[config.mk]
export PLATFORM = sky130hd
export DESIGN_NAME = alarm_ringer
export DESIGN_NICKNAME = d
export VERILOG_FILES = /design/src/rtl/alarm_ringer_pkg.sv /design/src/rtl/btn_debounce.sv /design/src/rtl/alarm_ringer.sv
export SDC_FILE = /design/constraint.sdc
export NUM_CORES = 1
export LEC_CHECK = 0
export CAP_MARGIN = 5
export CORE_MARGIN = 2
export CORE_UTILIZATION = 35
export CTS_BUF_LIST = sky130_fd_sc_hd__clkbuf_8
export DETAILED_ROUTE_END_ITERATION = 10
export PLACE_DENSITY = 0.53
export SLEW_MARGIN = 40
export SYNTH_ARGS = -nofsm -noshare
export SYNTH_HDL_FRONTEND = slang
export SYNTH_SLANG_ARGS = --single-unit
[constraint.sdc]
create_clock -name clk -period 6.9 [get_ports clk]
set_input_delay 1.38 -clock clk [delete_from_list [all_inputs] [get_ports clk]]
set_output_delay 1.38 -clock clk [all_outputs]
set_load 0.005 [all_outputs]
[src/rtl/alarm_ringer_pkg.sv]
// Shared types and helpers for the alarm ringer: FSM state encoding and
// millisecond-to-clock-cycle conversion used to size every timer.
package alarm_ringer_pkg;

  typedef enum logic [1:0] {
    IDLE  = 2'd0,
    RING  = 2'd1,
    ACKED = 2'd2
  } ring_state_t;

  // Product is formed in 64 bits so long holds at fast clocks cannot overflow;
  // a zero result is clamped to one cycle so terminal counts stay meaningful.
  function automatic int unsigned ms_to_cycles(input int unsigned clk_hz,
                                               input int unsigned ms);
    logic [63:0] prod;
    prod = (64'(clk_hz) * 64'(ms)) / 64'd1000;
    return (prod == 64'd0) ? 1 : prod[31:0];
  endfunction

  function automatic int unsigned cnt_width(input int unsigned limit);
    return (limit <= 1) ? 1 : $clog2(limit);
  endfunction

endpackage

[src/rtl/btn_debounce.sv]
// Button conditioner: 2-flop synchronizer, stable-time debouncer and a
// one-cycle press pulse on each debounced 0->1 transition.
module btn_debounce
  import alarm_ringer_pkg::*;
#(
  parameter int unsigned CLK_HZ = 100_000_000,
  parameter int unsigned DEB_MS = 20
) (
  input  logic clk,
  input  logic rst,
  input  logic btn,
  output logic press
);

  localparam int unsigned DEB_CYC = ms_to_cycles(CLK_HZ, DEB_MS);
  localparam int unsigned DEB_W   = cnt_width(DEB_CYC);
  localparam logic [DEB_W-1:0] DEB_LAST = DEB_W'(DEB_CYC - 1);

  logic [1:0]       sync_q;
  logic             stable_q;
  logic [DEB_W-1:0] deb_cnt;

  // NOTE: sequential state uses non-blocking assignments so every flop samples
  // pre-edge values; blocking here would collapse the synchronizer chain.
  always_ff @(posedge clk or posedge rst) begin
    if (rst) begin
      sync_q   <= '0;
      stable_q <= 1'b0;
      deb_cnt  <= '0;
      press    <= 1'b0;
    end else begin
      sync_q <= {sync_q[0], btn};
      press  <= 1'b0;
      // Any sample matching the accepted level restarts the stability window.
      if (sync_q[1] == stable_q) begin
        deb_cnt <= '0;
      end else if (deb_cnt >= DEB_LAST) begin
        deb_cnt  <= '0;
        stable_q <= sync_q[1];
        press    <= sync_q[1];
      end else begin
        deb_cnt <= deb_cnt + 1'b1;
      end
    end
  end

endmodule

[src/rtl/alarm_ringer.sv]
// Alarm ringer: IDLE/RING/ACKED controller driving a gated piezo tone, a ring
// LED and a held dismiss level. Option: ALARM_RINGER_ESCALATE_EN forces a
// continuous tone after 10 s in RING.
module alarm_ringer
  import alarm_ringer_pkg::*;
#(
  parameter int unsigned CLK_HZ      = 100_000_000,
  parameter int unsigned TONE_HZ     = 2000,
  parameter int unsigned DEB_MS      = 20,
  parameter int unsigned BEEP_MS     = 250,
  parameter int unsigned OFF_HOLD_MS = 2000
) (
  input  logic clk,
  input  logic rst,
  input  logic alarming,
  input  logic btn_off,
  output logic off,
  output logic buzzer,
  output logic ringing
);

  localparam int unsigned BEEP_CYC = ms_to_cycles(CLK_HZ, BEEP_MS);
  localparam int unsigned HOLD_CYC = ms_to_cycles(CLK_HZ, OFF_HOLD_MS);
  localparam int unsigned HALF_RAW = CLK_HZ / (2 * TONE_HZ);
  localparam int unsigned HALF_CYC = (HALF_RAW == 0) ? 1 : HALF_RAW;

  localparam int unsigned BEEP_W = cnt_width(BEEP_CYC);
  localparam int unsigned HOLD_W = cnt_width(HOLD_CYC);
  localparam int unsigned HALF_W = cnt_width(HALF_CYC);

  localparam logic [BEEP_W-1:0] BEEP_LAST = BEEP_W'(BEEP_CYC - 1);
  localparam logic [HOLD_W-1:0] HOLD_LAST = HOLD_W'(HOLD_CYC - 1);
  localparam logic [HALF_W-1:0] HALF_LAST = HALF_W'(HALF_CYC - 1);

  logic              alarm_meta;
  logic              alarm_s;
  logic              press;
  ring_state_t       state;
  ring_state_t       state_next;
  logic [HOLD_W-1:0] hold_cnt;
  logic [HOLD_W-1:0] hold_next;
  logic [BEEP_W-1:0] beep_cnt;
  logic [BEEP_W-1:0] beep_next;
  logic              gate_on;
  logic              gate_next;
  logic [HALF_W-1:0] tone_cnt;
  logic [HALF_W-1:0] tone_next;
  logic              buzz_next;
  logic              esc_force;

  btn_debounce #(
    .CLK_HZ (CLK_HZ),
    .DEB_MS (DEB_MS)
  ) u_btn_debounce (
    .clk   (clk),
    .rst   (rst),
    .btn   (btn_off),
    .press (press)
  );

  always_ff @(posedge clk or posedge rst) begin
    if (rst) begin
      alarm_meta <= 1'b0;
      alarm_s    <= 1'b0;
    end else begin
      alarm_meta <= alarming;
      alarm_s    <= alarm_meta;
    end
  end

`ifdef ALARM_RINGER_ESCALATE_EN
  localparam int unsigned ESC_CYC = 10 * CLK_HZ;
  localparam int unsigned ESC_W   = cnt_width(ESC_CYC);
  localparam logic [ESC_W-1:0] ESC_LAST = ESC_W'(ESC_CYC - 1);

  logic [ESC_W-1:0] esc_cnt;
  logic             escalated;

  // The flag latches for the rest of this RING visit; the counter parks at 0.
  always_ff @(posedge clk or posedge rst) begin
    if (rst) begin
      esc_cnt   <= '0;
      escalated <= 1'b0;
    end else if (state == RING && state_next == RING) begin
      if (!escalated) begin
        if (esc_cnt >= ESC_LAST) begin
          esc_cnt   <= '0;
          escalated <= 1'b1;
        end else begin
          esc_cnt <= esc_cnt + 1'b1;
        end
      end
    end else begin
      esc_cnt   <= '0;
      escalated <= 1'b0;
    end
  end

  assign esc_force = escalated;
`else
  assign esc_force = 1'b0;
`endif

  // NOTE: every signal written here gets a default first, so no path leaves
  // one unassigned and no latch is inferred.
  always_comb begin
    state_next = state;
    hold_next  = '0;
    beep_next  = '0;
    gate_next  = 1'b0;
    tone_next  = '0;
    buzz_next  = 1'b0;

    unique case (state)
      IDLE:    if (alarm_s) state_next = RING;
      // A press wins over a simultaneous alarm drop.
      RING:    if (press) state_next = ACKED;
               else if (!alarm_s) state_next = IDLE;
      ACKED:   if (hold_cnt >= HOLD_LAST) state_next = IDLE;
      default: state_next = IDLE;
    endcase

    if (state == ACKED && state_next == ACKED) begin
      hold_next = hold_cnt + 1'b1;
    end

    // Beep gate restarts "on" with a fresh phase on every RING entry.
    if (state != RING && state_next == RING) begin
      gate_next = 1'b1;
    end else if (state == RING && state_next == RING) begin
      if (beep_cnt >= BEEP_LAST) begin
        gate_next = ~gate_on | esc_force;
      end else begin
        beep_next = beep_cnt + 1'b1;
        gate_next = gate_on | esc_force;
      end
    end

    // Tone restarts high whenever the gated tone turns on.
    if (state_next == RING && gate_next) begin
      if (!(state == RING && gate_on)) begin
        buzz_next = 1'b1;
      end else if (tone_cnt >= HALF_LAST) begin
        buzz_next = ~buzzer;
      end else begin
        tone_next = tone_cnt + 1'b1;
        buzz_next = buzzer;
      end
    end
  end

  always_ff @(posedge clk or posedge rst) begin
    if (rst) begin
      state    <= IDLE;
      hold_cnt <= '0;
      beep_cnt <= '0;
      gate_on  <= 1'b0;
      tone_cnt <= '0;
      buzzer   <= 1'b0;
      off      <= 1'b0;
      ringing  <= 1'b0;
    end else begin
      state    <= state_next;
      hold_cnt <= hold_next;
      beep_cnt <= beep_next;
      gate_on  <= gate_next;
      tone_cnt <= tone_next;
      buzzer   <= buzz_next;
      off      <= (state_next == ACKED);
      ringing  <= (state_next == RING);
    end
  end

endmodule

* Word level (Yosys, flattened, before mapping)
Cells that the tools add are included.
Storage, ports and cells: bits in registers 101, input bits 4, output and inout bits 3, logic and storage cells 61
Operators by class: add/sub/neg operators 4, order comparisons 4, equal/unequal tests 7, mux-type cells 22, bitwise operators 3, reductions and logical operators 7
Operator list (count):
- $mux W25 | 3
- $mux W15 | 3
- $mux W21 | 2
- $add A28 B1 Y28 const B | 1
- $ge A28 B28 Y1 const B | 1
- $mux W28 | 1
- $add A25 B1 Y25 const B | 1
- $ge A25 B25 Y1 const B | 1
- $add A21 B1 Y21 const B | 1
- $ge A21 B21 Y1 const B | 1
- $add A15 B1 Y15 const B | 1
- $ge A15 B15 Y1 const B | 1
- $mux W1 | 8
- $mux W2 | 4
- $pmux W2 S3 | 1
- $logic_and A1 B1 Y1 | 5
- $eq A2 B1 Y1 const B | 2
- $eq A2 B2 Y1 const B | 2
- $ne A3 B2 Y1 const B | 1
- $not A1 Y1 | 3
- $logic_not A2 Y1 | 1
- $ne A2 B1 Y1 const B | 1
- $reduce_and A2 Y1 | 1
- $eq A1 B1 Y1 | 1

* Depth between registers and ports, before layout
depth after elaboration 9, mapped depth 7, depth with buffers taken out 6

* Cells and area by module
From an unflattened synthesis, not the netlist that was laid out.
Second synthesis, totals: cells, all modules 484, area, all modules 4893.4 µm²
Modules (own cells, without submodules):
- alarm_ringer | times used 1, cells an instance 363, area an instance 3647.2 µm², seq. area each 1901.8 µm²
- btn_debounce | times used 1, cells an instance 121, area an instance 1246.2 µm², seq. area each 625.6 µm²

* Worst setup path before layout
OpenSTA, ideal clock, no wires.
path type reg-to-reg, start point register u_btn_debounce.deb_cnt[14], end point register u_btn_debounce.stable_q, library setup time 125 ps, arrival 1749 ps, data required time 6775 ps, slack 5026 ps, cell stages (with the launch flop) 6, buffers on the path 0, clock period less this slack 1874 ps, cells stage by stage dfrtp_1 > nor4_4 > nand2_1 > or4_4 > and2_4 > mux2_4
On the way: longest elaborated chain between the ends 2
RTL lines:
- start: declaration | line btn_debounce.sv:21 | logic [DEB_W-1:0] deb_cnt;
- start signal: assignment | line btn_debounce.sv:42 | deb_cnt <= deb_cnt + 1'b1;
- $ge A21 B21 Y1 | line btn_debounce.sv:37 | end else if (deb_cnt >= DEB_LAST) begin
- $reduce_and A2 Y1 (no line)
- end signal: assignment | line btn_debounce.sv:39 | stable_q <= sync_q[1];
- end: declaration | line btn_debounce.sv:20 | logic stable_q;
No other way between the ends. A chain may end at the register's enable or synchronous reset.

* Worst setup path after layout
start point register buzzer, end point output port buzzer
RTL lines:
- start: declaration | line alarm_ringer.sv:18 | output logic buzzer,
- start signal: assignment | line alarm_ringer.sv:168 | buzzer <= buzz_next;
No word-level cell between the ends.

==> flow_metrics.env <==
export IMPL_grt_overflow=0
export IMPL_die_area_um2=14800
export IMPL_seq_area_um2=2530
export IMPL_worstHoldEndpoint="alarm_s"
export IMPL_die_x_um=121
export IMPL_synth_area_um2=4830
export IMPL_r2r_slack_ns=4.64
export IMPL_clock_latency_ns=0.37
export IMPL_crit_fanout=3
export IMPL_std_cell_rows=42
export IMPL_syn_to_final_growth_pct=9.69
export IMPL_r2r_start="u_btn_debounce.deb_cnt[14]"
export IMPL_cp_arrival_ns=1.28
export IMPL_core_area_um2=13300
export IMPL_ys_seq_area_share_pct=52.3
export IMPL_worst_slack_ns=4.24
export IMPL_yosysTopAreaCell="dfrtp_1"
export IMPL_peakVddDrop_v=0.0000840
export IMPL_critPathTopFamily="buffers and inverters"
export IMPL_synth_area_leaders="dfrtp_1 52%, xor2_1 9.3%, nor2_1 8.2%"
export IMPL_via_per_inst=4.91
export IMPL_synthesis_nets=492
export IMPL_grt_pass1_vias=3375
export IMPL_synth_edf_count=0
export IMPL_synth_common_cells="105 x nor2_1, 101 x dfrtp_1, 51 x xor2_1, 35 x nand3_1, 33 x nand2_1"
export IMPL_synth_warnings=0
export IMPL_grt_max_degree=62
export IMPL_initial_core_util_pct=36.2
export IMPL_synth_seq_cells=101
export IMPL_cp_slowest_cell="clkdlybuf4s50_1"
export IMPL_gp_congestion=0.776
export IMPL_fmaxAchievable_mhz=377
export IMPL_grt_usage_pct=13.3
export IMPL_grt_setup_unrepaired="no"
export IMPL_hp_start="alarm_meta"
export IMPL_yosysTopAreaCellShare_pct=52.3
export IMPL_tns_ns=0
export IMPL_clk_path_buf_depth=2
export IMPL_fillers=1332
export IMPL_cp_data_required_time_ns=5.52
export IMPL_layout_cells_non_filler=671
export IMPL_ys_flop_type="dfrtp_1"
export IMPL_antenna_found_initial=0
export IMPL_post_drt_wl_per_cell_um=12.9
export IMPL_finalNetCount=499
export IMPL_dr_pass1_iters=4
export IMPL_grt_pass1_wl_mm=15.8
export IMPL_setup_viol=0
export IMPL_cts_setup_buffers=0
export IMPL_portBuffers=6
export IMPL_cp_startpoint="buzzer"
export IMPL_status="finished clean"
export IMPL_placed_area_um2=5070
export IMPL_timing_rr_end="u_btn_debounce.deb_cnt[7]"
export IMPL_drtIter0Drc=136
export IMPL_netlist_instances=484
export IMPL_r2r_cells=5
export IMPL_cts_hold_buf=0
export IMPL_synthSimpleGateAreaFrac_pct=27.3
export IMPL_hold_depth=0
export IMPL_synth_compound_area_share_pct=2.75
export IMPL_cap_violations=0
export IMPL_multi_input_comb_area_um2=2210
export IMPL_avgSynthCellArea_um2=9.98
export IMPL_slew_violations=0
export IMPL_synthMuxAreaShare_pct=0.311
export IMPL_startpoint_type="register"
export IMPL_final_util_pct=39.7
export IMPL_synth_xor_area_share_pct=14.3
export IMPL_cts_reportedPaths_clkPinSlew_ns=0.09
export IMPL_ys_async_sr_fraction_pct=100
export IMPL_hold_path_class="reg2reg"
export IMPL_ys_types=48
export IMPL_tritoncts_num_buffers=9
export IMPL_drive_gt1_share_pct=6.46
export IMPL_finalWirelength_mm=8.67
export IMPL_drc=0
export IMPL_powerDensity_nw_per_um2=197
export IMPL_die_y_um=121
export IMPL_fin_area_um2=5300
export IMPL_fin_crit_ns=2.66
export IMPL_p_total_mw=1.04
export IMPL_grtUsageMet3_pct=2.82
export IMPL_fin_crit_sh_pct=38.5
export IMPL_synthAdderAreaFrac_pct=1.04
export IMPL_p_leak_nw=2.20
export IMPL_num_vias=3292
export IMPL_dp_hpwl_mm=5.71
export IMPL_slew_headroom_pct=49.9
export IMPL_io_pins=7
export IMPL_place_worst_setup_slack_ns=3.85
export IMPL_antennaDiodeCount=0
export IMPL_crit_buf_inv=1
export IMPL_synth_top_family_by_area="simple AND/OR/NAND/NOR gates"
export IMPL_grt_util_met1_pct=18.4
export IMPL_cts_root_buf="clkbuf_8"
export IMPL_yosysMostFrequentCell="nor2_1"
export IMPL_ant_nets=0
export IMPL_finalHoldViolCount=0
export IMPL_critical_path_depth=1
export IMPL_cts_resized=0
export IMPL_fin_hold_ws_ns=0.361
export IMPL_cp_cell_sequence="clkdlybuf4s50_1"
export IMPL_dp_cells=656
export IMPL_cts_max_level=3
export IMPL_crit_type="reg2out"
export IMPL_setup_worst_path_end_class="output pin"
export IMPL_grt_busiest_layer="met2"
export IMPL_skew_ns=0.0115
export IMPL_cts_num_sinks=101
export IMPL_cts_tree="built"
export IMPL_worstMarginPinSlew_ns=0.745
export IMPL_grtUsageMet2_pct=20.8
export IMPL_crit_path_max_incr_delay_ns=0.51
[area by class of cell]
type	count	area share, %
tap	176	4.16
sequential	101	47.7
clock inverter	5	1.44
timing repair buffer	8	1.49
clock buffer	10	2.60
multi-input combinational	360	41.8
inverter	11	0.827
[cells by family after synthesis]
logic type               after synthesis
AND/OR/NAND/NOR                      258
flip-flops                           101
XOR/XNOR                              79
buffers and inverters                 23
AO/OA/AOI/OAI                         18
adder cells (fa/ha/maj)                4
multiplexers                           1
[routing by layer]
metal / wire length (um) / vias up
met5: 0 / -
met4: 138 / 0
met2: 3950 / 20
li1: - / 1659
met1: 4400 / 1602
met3: 186 / 11
[placed cells by master, fill, tap and decap left out, types with 2 or more instances in the layout]
| cell | Yosys | layout |
|---|---|---|
| nand4b_1 | 3 | 3 |
| dfrtp_1 | 101 | 101 |
| bufinv_16 | 0 | 2 |
| ha_1 | 4 | 4 |
| nor3_1 | 6 | 6 |
| o2111ai_1 | 2 | 2 |
| clkbuf_8 | 0 | 10 |
| and4_1 | 8 | 8 |
| nand4_1 | 20 | 20 |
| and2_1 | 4 | 4 |
| or4_1 | 4 | 4 |
| xor2_1 | 51 | 51 |
| and3_1 | 18 | 18 |
| a31o_2 | 2 | 2 |
| clkdlybuf4s50_1 | 0 | 6 |
| o21ai_0 | 4 | 4 |
| nor4_2 | 3 | 3 |
| nor4_1 | 3 | 3 |
| nand2_1 | 33 | 32 |
| nor2_1 | 105 | 105 |
| inv_1 | 11 | 11 |
| xnor2_1 | 28 | 28 |
| a31oi_1 | 2 | 2 |
| nand3_1 | 35 | 35 |
[worst max-delay path by stage]
stage / to / slack, ns
3_5_place_dp: beep_cnt[12] / 3.85
5_1_grt: buzzer / 4.18
2_1_floorplan: alarm_meta / 2.87
6_report: buzzer / 4.24
3_3_place_gp: beep_cnt[11] / 3.88
4_1_cts: buzzer / 4.21
[registers in the layout, summed over array words and instances, names as in the netlist]
name,count
gate_on,1
u_btn_debounce.press,1
u_btn_debounce.sync_q,2
alarm_s,1
alarm_meta,1
state,2
buzzer,1
off,1
u_btn_debounce.stable_q,1
ringing,1
tone_cnt,15
beep_cnt,25
hold_cnt,28
u_btn_debounce.deb_cnt,21
[power breakdown]
| group | total, mW | internal (mW) | switching (mW) | leakage [nW] |
|---|---|---|---|---|
| logic | 0.0286 | 0.00793 | 0.0207 | 0.697 |
| registers | 0.600 | 0.596 | 0.00404 | 1.39 |
| clock network | 0.413 | 0.211 | 0.202 | 0.110 |
No activity file was read; power rests on OpenSTA's default activity.
